## src/rtl/spi_power_pkg.sv

```systemverilog
// Shared types for the multi-channel flash-target power sequencer.
// State and event encodings plus counter sizing.
package spi_power_pkg;

    typedef enum logic [1:0] {
        OFF  = 2'd0,
        RAMP = 2'd1,
        ON   = 2'd2,
        DROP = 2'd3
    } chan_state_e;

    typedef enum logic [1:0] {
        EV_NONE   = 2'd0,
        EV_UP     = 2'd1,
        EV_DOWN   = 2'd2,
        EV_GLITCH = 2'd3
    } event_e;

    function automatic int cnt_width(input int a, input int b);
        return $clog2((a > b) ? a : b);
    endfunction

endpackage

```

## src/rtl/spi_power_chan.sv

```systemverilog
// One target channel: power-sense synchroniser, power FSM,
// hold/debounce counter and event raise.
module spi_power_chan
    import spi_power_pkg::*;
#(
    parameter int SYNC_STAGES      = 2,
    parameter int POWER_ON_CYCLES  = 65536,
    parameter int POWER_OFF_CYCLES = 16,
    parameter int CNT_W            = 16
) (
    input  logic       i_clk,
    input  logic       i_rst_n,
    input  logic       i_sys_hold,
    input  logic       i_power,
    output logic       o_spi_reset,
    output logic       o_raise,
    output logic [1:0] o_raise_type
);

    localparam logic [CNT_W-1:0] ON_LAST  = CNT_W'(POWER_ON_CYCLES - 1);
    localparam logic [CNT_W-1:0] OFF_LAST = CNT_W'(POWER_OFF_CYCLES - 1);

    logic [SYNC_STAGES-1:0] r_sync;
    logic                   w_p_s;
    chan_state_e            r_state;
    chan_state_e            w_state_nxt;
    logic [CNT_W-1:0]       r_cnt;
    logic [CNT_W-1:0]       w_cnt_nxt;
    logic                   w_raise;
    logic [1:0]             w_raise_type;
    logic                   r_spi_reset;

    assign w_p_s = r_sync[SYNC_STAGES-1];

    always_ff @(posedge i_clk or negedge i_rst_n) begin
        if (!i_rst_n) begin
            r_sync      <= '0;
            r_state     <= OFF;
            r_cnt       <= '0;
            r_spi_reset <= 1'b1;
        end else begin
            r_sync      <= {r_sync[SYNC_STAGES-2:0], i_power};
            r_state     <= w_state_nxt;
            r_cnt       <= w_cnt_nxt;
            r_spi_reset <= (w_state_nxt == OFF) || (w_state_nxt == RAMP);
        end
    end

    // Counter is cleared on every state change so each phase counts from 0.
    always_comb begin
        w_state_nxt  = r_state;
        w_cnt_nxt    = r_cnt;
        w_raise      = 1'b0;
        w_raise_type = EV_NONE;
        if (i_sys_hold) begin
            w_state_nxt = OFF;
            w_cnt_nxt   = '0;
        end else begin
            unique case (r_state)
                OFF: begin
                    if (w_p_s) begin
                        w_state_nxt = RAMP;
                        w_cnt_nxt   = '0;
                    end
                end
                RAMP: begin
                    if (!w_p_s) begin
                        w_state_nxt = OFF;
                        w_cnt_nxt   = '0;
                    end else if (r_cnt == ON_LAST) begin
                        w_state_nxt  = ON;
                        w_cnt_nxt    = '0;
                        w_raise      = 1'b1;
                        w_raise_type = EV_UP;
                    end else begin
                        w_cnt_nxt = r_cnt + 1'b1;
                    end
                end
                ON: begin
                    if (!w_p_s) begin
                        w_state_nxt = DROP;
                        w_cnt_nxt   = '0;
                    end
                end
                DROP: begin
                    if (w_p_s) begin
                        w_state_nxt  = ON;
                        w_cnt_nxt    = '0;
                        w_raise      = 1'b1;
                        w_raise_type = EV_GLITCH;
                    end else if (r_cnt == OFF_LAST) begin
                        w_state_nxt  = OFF;
                        w_cnt_nxt    = '0;
                        w_raise      = 1'b1;
                        w_raise_type = EV_DOWN;
                    end else begin
                        w_cnt_nxt = r_cnt + 1'b1;
                    end
                end
                default: begin
                    w_state_nxt = OFF;
                    w_cnt_nxt   = '0;
                end
            endcase
        end
    end

    assign o_spi_reset  = r_spi_reset;
    assign o_raise      = w_raise;
    assign o_raise_type = w_raise_type;

endmodule

```

## src/rtl/spi_power_sequencer.sv

```systemverilog
// Multi-channel power-detect / reset sequencer with a shared,
// fixed-priority event strobe interface.
module spi_power_sequencer
    import spi_power_pkg::*;
#(
    parameter int CHANNELS         = 2,
    parameter int SYNC_STAGES      = 2,
    parameter int POWER_ON_CYCLES  = 65536,
    parameter int POWER_OFF_CYCLES = 16
) (
    input  logic                clk,
    input  logic                reset,
    input  logic                sys_hold,
    input  logic [CHANNELS-1:0] power_in,
    output logic [CHANNELS-1:0] spi_reset,
    output logic                event_strobe,
    output logic [2:0]          event_chan,
    output logic [1:0]          event_type,
    output logic                event_overflow
);

    localparam int CNT_W = cnt_width(POWER_ON_CYCLES, POWER_OFF_CYCLES);

    logic [CHANNELS-1:0]       w_raise;
    logic [CHANNELS-1:0][1:0]  w_raise_type;
    logic [CHANNELS-1:0]       r_pend;
    logic [CHANNELS-1:0][1:0]  r_ptype;
    logic [CHANNELS-1:0]       w_gnt;
    logic                      w_gnt_any;
    logic [2:0]                w_gnt_idx;
    logic [1:0]                w_gnt_type;
    logic                      w_ovf;
    logic                      r_strobe;
    logic [2:0]                r_chan;
    logic [1:0]                r_type;
    logic                      r_ovf;

    for (genvar c = 0; c < CHANNELS; c++) begin : g_chan
        spi_power_chan #(
            .SYNC_STAGES      (SYNC_STAGES),
            .POWER_ON_CYCLES  (POWER_ON_CYCLES),
            .POWER_OFF_CYCLES (POWER_OFF_CYCLES),
            .CNT_W            (CNT_W)
        ) u_chan (
            .i_clk        (clk),
            .i_rst_n      (reset),
            .i_sys_hold   (sys_hold),
            .i_power      (power_in[c]),
            .o_spi_reset  (spi_reset[c]),
            .o_raise      (w_raise[c]),
            .o_raise_type (w_raise_type[c])
        );
    end

    // Lowest pending index wins; nothing is granted while held off.
    always_comb begin
        w_gnt      = '0;
        w_gnt_any  = 1'b0;
        w_gnt_idx  = '0;
        w_gnt_type = EV_NONE;
        if (!sys_hold) begin
            for (int c = 0; c < CHANNELS; c++) begin
                if (r_pend[c] && !w_gnt_any) begin
                    w_gnt[c]   = 1'b1;
                    w_gnt_any  = 1'b1;
                    w_gnt_idx  = 3'(c);
                    w_gnt_type = r_ptype[c];
                end
            end
        end
    end

    assign w_ovf = |(w_raise & r_pend & ~w_gnt);

    // A raise wins over a same-cycle grant so the newer event stays queued.
    always_ff @(posedge clk or negedge reset) begin
        if (!reset) begin
            r_pend  <= '0;
            r_ptype <= '0;
        end else begin
            for (int c = 0; c < CHANNELS; c++) begin
                if (sys_hold) begin
                    r_pend[c] <= 1'b0;
                end else if (w_raise[c]) begin
                    r_pend[c]  <= 1'b1;
                    r_ptype[c] <= w_raise_type[c];
                end else if (w_gnt[c]) begin
                    r_pend[c] <= 1'b0;
                end
            end
        end
    end

    always_ff @(posedge clk or negedge reset) begin
        if (!reset) begin
            r_strobe <= 1'b0;
            r_chan   <= '0;
            r_type   <= '0;
            r_ovf    <= 1'b0;
        end else begin
            r_strobe <= w_gnt_any;
            r_ovf    <= r_ovf | w_ovf;
            if (w_gnt_any) begin
                r_chan <= w_gnt_idx;
                r_type <= w_gnt_type;
            end
        end
    end

    assign event_strobe   = r_strobe;
    assign event_chan     = r_chan;
    assign event_type     = r_type;
    assign event_overflow = r_ovf;

endmodule

```

## config.mk

```make
export PLATFORM = sky130hd
export DESIGN_NAME = spi_power_sequencer
export DESIGN_NICKNAME = d
export VERILOG_FILES = /design/src/rtl/spi_power_pkg.sv /design/src/rtl/spi_power_chan.sv /design/src/rtl/spi_power_sequencer.sv
export SDC_FILE = /design/constraint.sdc
export NUM_CORES = 1
export LEC_CHECK = 0
export ABC_CLOCK_PERIOD_IN_PS = 2850
export CORE_MARGIN = 3
export CORE_UTILIZATION = 40
export CTS_BUF_LIST = sky130_fd_sc_hd__clkbuf_4
export DETAILED_ROUTE_END_ITERATION = 6
export HOLD_SLACK_MARGIN = 0.15
export SETUP_SLACK_MARGIN = 0.02
export SLEW_MARGIN = 20
export SYNTH_ARGS = -nofsm -noshare
export SYNTH_HDL_FRONTEND = slang
export SYNTH_SLANG_ARGS = --single-unit
```

## constraint.sdc

```tcl
create_clock -name clk -period 2.85 [get_ports clk]
set_input_delay 0.285 -clock clk [delete_from_list [all_inputs] [get_ports clk]]
set_output_delay 0.285 -clock clk [all_outputs]
set_load 0.02 [all_outputs]
```

==> flow_summary.yaml <==
die:
  die-area_um2: 8470
  die_w_um: 92.0
  die_h_um: 92.0
  ioPinCount: 14
  fp-row-count: 30
  core_area_um2: 6980
  initial_core_util_pct: 42.4
synthesis:
  synth_warnings: 0
  synth_edf_count: 0
  synth_cells: 319
  synth_compound_area_share_pct: 23.5
  syn_area_per_cell_um2: 9.28
  yosys.cell_types.count: 56
  synth_top_family_by_area: "simple AND/OR/NAND/NOR gates"
  ys_seq_elements: 53
  synthXorXnorAreaFrac_pct: 0.888
  synthesis.area_um2: 2960
  synth-adder-area-share_pct: 0.845
  async_flop_share_pct: 100
  yosysSeqAreaShare_pct: 44.9
  synth-simple-area-share_pct: 23.8
  synthFlopType: "dfrtp_1"
  synth_mux_area_share_pct: 0.676
sta:
  hold_viol: 0
  tightestPinTransition_ns: 0.798
  setup-tns-final_ns: 0
  finalMaxSlewViolations: 0
  grt_setup_unrepaired: "no"
  period_needed_ns: 2.45
  period_share_pct: 85.8
  setup_ws_ns: 0.405
  relSlewSlack_pct: 46.4
  setup_viol: 0
  fin_skew_ns: 0.0118
  fmax_ghz: 0.409
drt:
  viasPerCell: 5.68
  drc: 0
  via_count: 2418
  ant_nets: 0
  first_iter_violations: 94
  routedWlPerCell_um: 14.8
  first_pass_iters: 4
  wirelength_um: 6290
pwr:
  ir_drop_uv: 183
  p_per_area_nw_per_um2: 398
  power.switching_mw: 0.312
  p_int_mw: 0.972
  p_sw_share_pct: 24.3
  leakage_nw: 1.33
  seq_power_share_pct: 60.0
  pwr-share-comb_pct: 6.1
  clkPwrFrac_pct: 33.9
clock_network:
  clk_pin_slew_ns: 0.16
  cts.repair.resized: 0
  cts_buffers: 5
  clockRootBuffer: "clkbuf_4"
  clock_sinks: 53
  ctsHoldBuffers: 1
  cts_max_path_buffers: 2
  cts_tree: "built"
  cts_max_level: 2
  clk_latency_ns: 0.38
  cts_setup_buffers: 0
cells_and_area:
  drive_gt1_share_pct: 10.6
  layout-area-overhead-vs-synth_pct: 8.96
  antennaDiodeCount: 0
  final_nets: 336
global_route:
  grt_pass1_wl_um: 10400
  grt_use_total_pct: 15.0
  grt_max_degree: 39
  grt_pass1_vias: 2080
  overflow: 0
  antenna_found_initial: 0
placed_design:
  preCtsSetupSlack_ns: 0.440
  hpwlAfterDp_um: 4320
  place_congestion: 0.813
  port_buffers: 11
outcome:
  status: "finished clean"
critical_path:
  critPathMaxFanout: 14
  crit_type: "flop to flop"
  arrival_ns: 2.73
  cp.required_ns: 3.13
  crit_path_start_kind: "flop"
  timing.critical_path.to_type: "flop"
min_path:
  hold_class: "input port to async pin"
flow_run:
  maxCapViolations: 0
==> per-stage QoR <==
stage | cells | total power [mW] | util, % | cell area, um^2 | hold slack (ns)
6_report | 426 | 1.28 | 46.2 | 3230 | 0.337
5_1_grt | 426 | 1.35 | 46.2 | 3230 | 0.304
4_1_cts | 426 | 1.30 | 46.2 | 3230 | 0.333
3_5_place_dp | 417 | 0.862 | 44.9 | 3130 | 0.227
3_3_place_gp | 417 | 0.862 | 44.9 | 3130 | 0.220
2_1_floorplan | 320 | 0.828 | - | 2960 | -0.0106
==> worst paths after layout <==
path	from	end	slack, ns	depth (start not counted)
setup / recovery	g_chan[0].u_chan.r_cnt[0]	g_chan[0].u_chan.r_cnt[3]	0.40	6
hold / removal	reset	g_chan[0].u_chan.r_cnt[5]	0.34	2
setup reg to reg	g_chan[0].u_chan.r_cnt[0]	g_chan[0].u_chan.r_cnt[3]	0.40	6
hold reg to reg	g_chan[0].u_chan.r_sync[0]	g_chan[0].u_chan.r_sync[1]	0.38	0
max in group asynchronous	reset	g_chan[0].u_chan.o_spi_reset	1.68	3
min in group clk	power_in[0]	g_chan[0].u_chan.r_sync[0]	0.35	1
==> cells by family (layout without fill, tap and decap cells) <==
| family | after synthesis | after routing |
|---|---|---|
| and+or+nand+nor | 131 | 131 |
| AOI/OAI and AO/OA | 98 | 98 |
| DFF | 53 | 53 |
| buffers and inverters | 29 | 39 |
| xor gates and xnor gates | 3 | 3 |
| adders and majority gates | 2 | 2 |
| muxes | 2 | 2 |
| other | 1 | 2 |
==> placed cells by master, fill, tap and decap left out, drive strengths merged, types with 5 or more instances in the layout <==
cell type and n:
dfrtp 51, nand2 37, o21ai 30, nand3 17, inv 13, a21oi 13
nor2 13, o211ai 11, clkdlybuf4s50 10, nor4 10, nand4 8, nor3 8
a21o 7, nor2b 7, a31oi 7, buf 7, or3 6, and2 5
a22o 5, clkbuf 5
==> routing by layer <==
| metal | global-route usage [%] | vias to the layer above | part of all wire (%) |
|---|---|---|---|
| met3 | 2.71 | 7 | 4.8 |
| met5 | 0 | - | 0 |
| li1 | - | 1206 | - |
| met1 | 23.2 | 1142 | 52 |
| met2 | 21.7 | 63 | 42 |
| met4 | 3.59 | 0 | 0.86 |
==> critical path: stages (launching register included) <==
cell and delay, ns:
dfrtp_1 0.41, ha_1 0.24, nand4_1 0.13, or4_4 0.57, a32oi_2 0.61, o21ai_0 0.19
a21o_1 0.20
==> state kept, by name (all words and copies together), names as in the netlist <==
register,count
g_chan.u_chan.r_cnt,32
g_chan.u_chan.r_state,4
g_chan.u_chan.r_sync,4
r_ptype,4
event_type,2
g_chan.u_chan.o_spi_reset,2
r_pend,2
event_chan,1
event_overflow,1
event_strobe,1
==> final cells by class <==
cell class              count  area, um^2
fillers                   670        3760
flip-flops and latches     53        1330
clock inverters             3        46.3
inverters                  13        48.8
clock buffers               5        37.5
multi-input cells         238        1480
well taps                  96         120
repair buffers             18         160
==> power by group through the flow <==
stage               registers (mW)  logic, mW  clock network [mW]
floorplan                    0.781     0.0471                   0
global placement             0.784     0.0783                   0
detailed placement           0.784     0.0787                   0
CTS                          0.770     0.0802               0.447
global route                 0.772     0.0882               0.485
finish                       0.770     0.0784               0.435
==> synthesized netlist by cell type, drive strengths merged, types with 8 or more instances <==
cell	count	area (um^2)
nor4	10	62.6
nand3	17	85.1
nand2	37	139
nor2	13	63.8
dfrtp	51	1280
buf	8	68.8
nand4	8	50.1
o211ai	11	92.6
inv	13	48.8
o21ai	30	165
nor3	8	40.0
clkbuf	8	40.0
a21oi	13	65.1
Note: power is estimated with default switching activity, not from simulation.
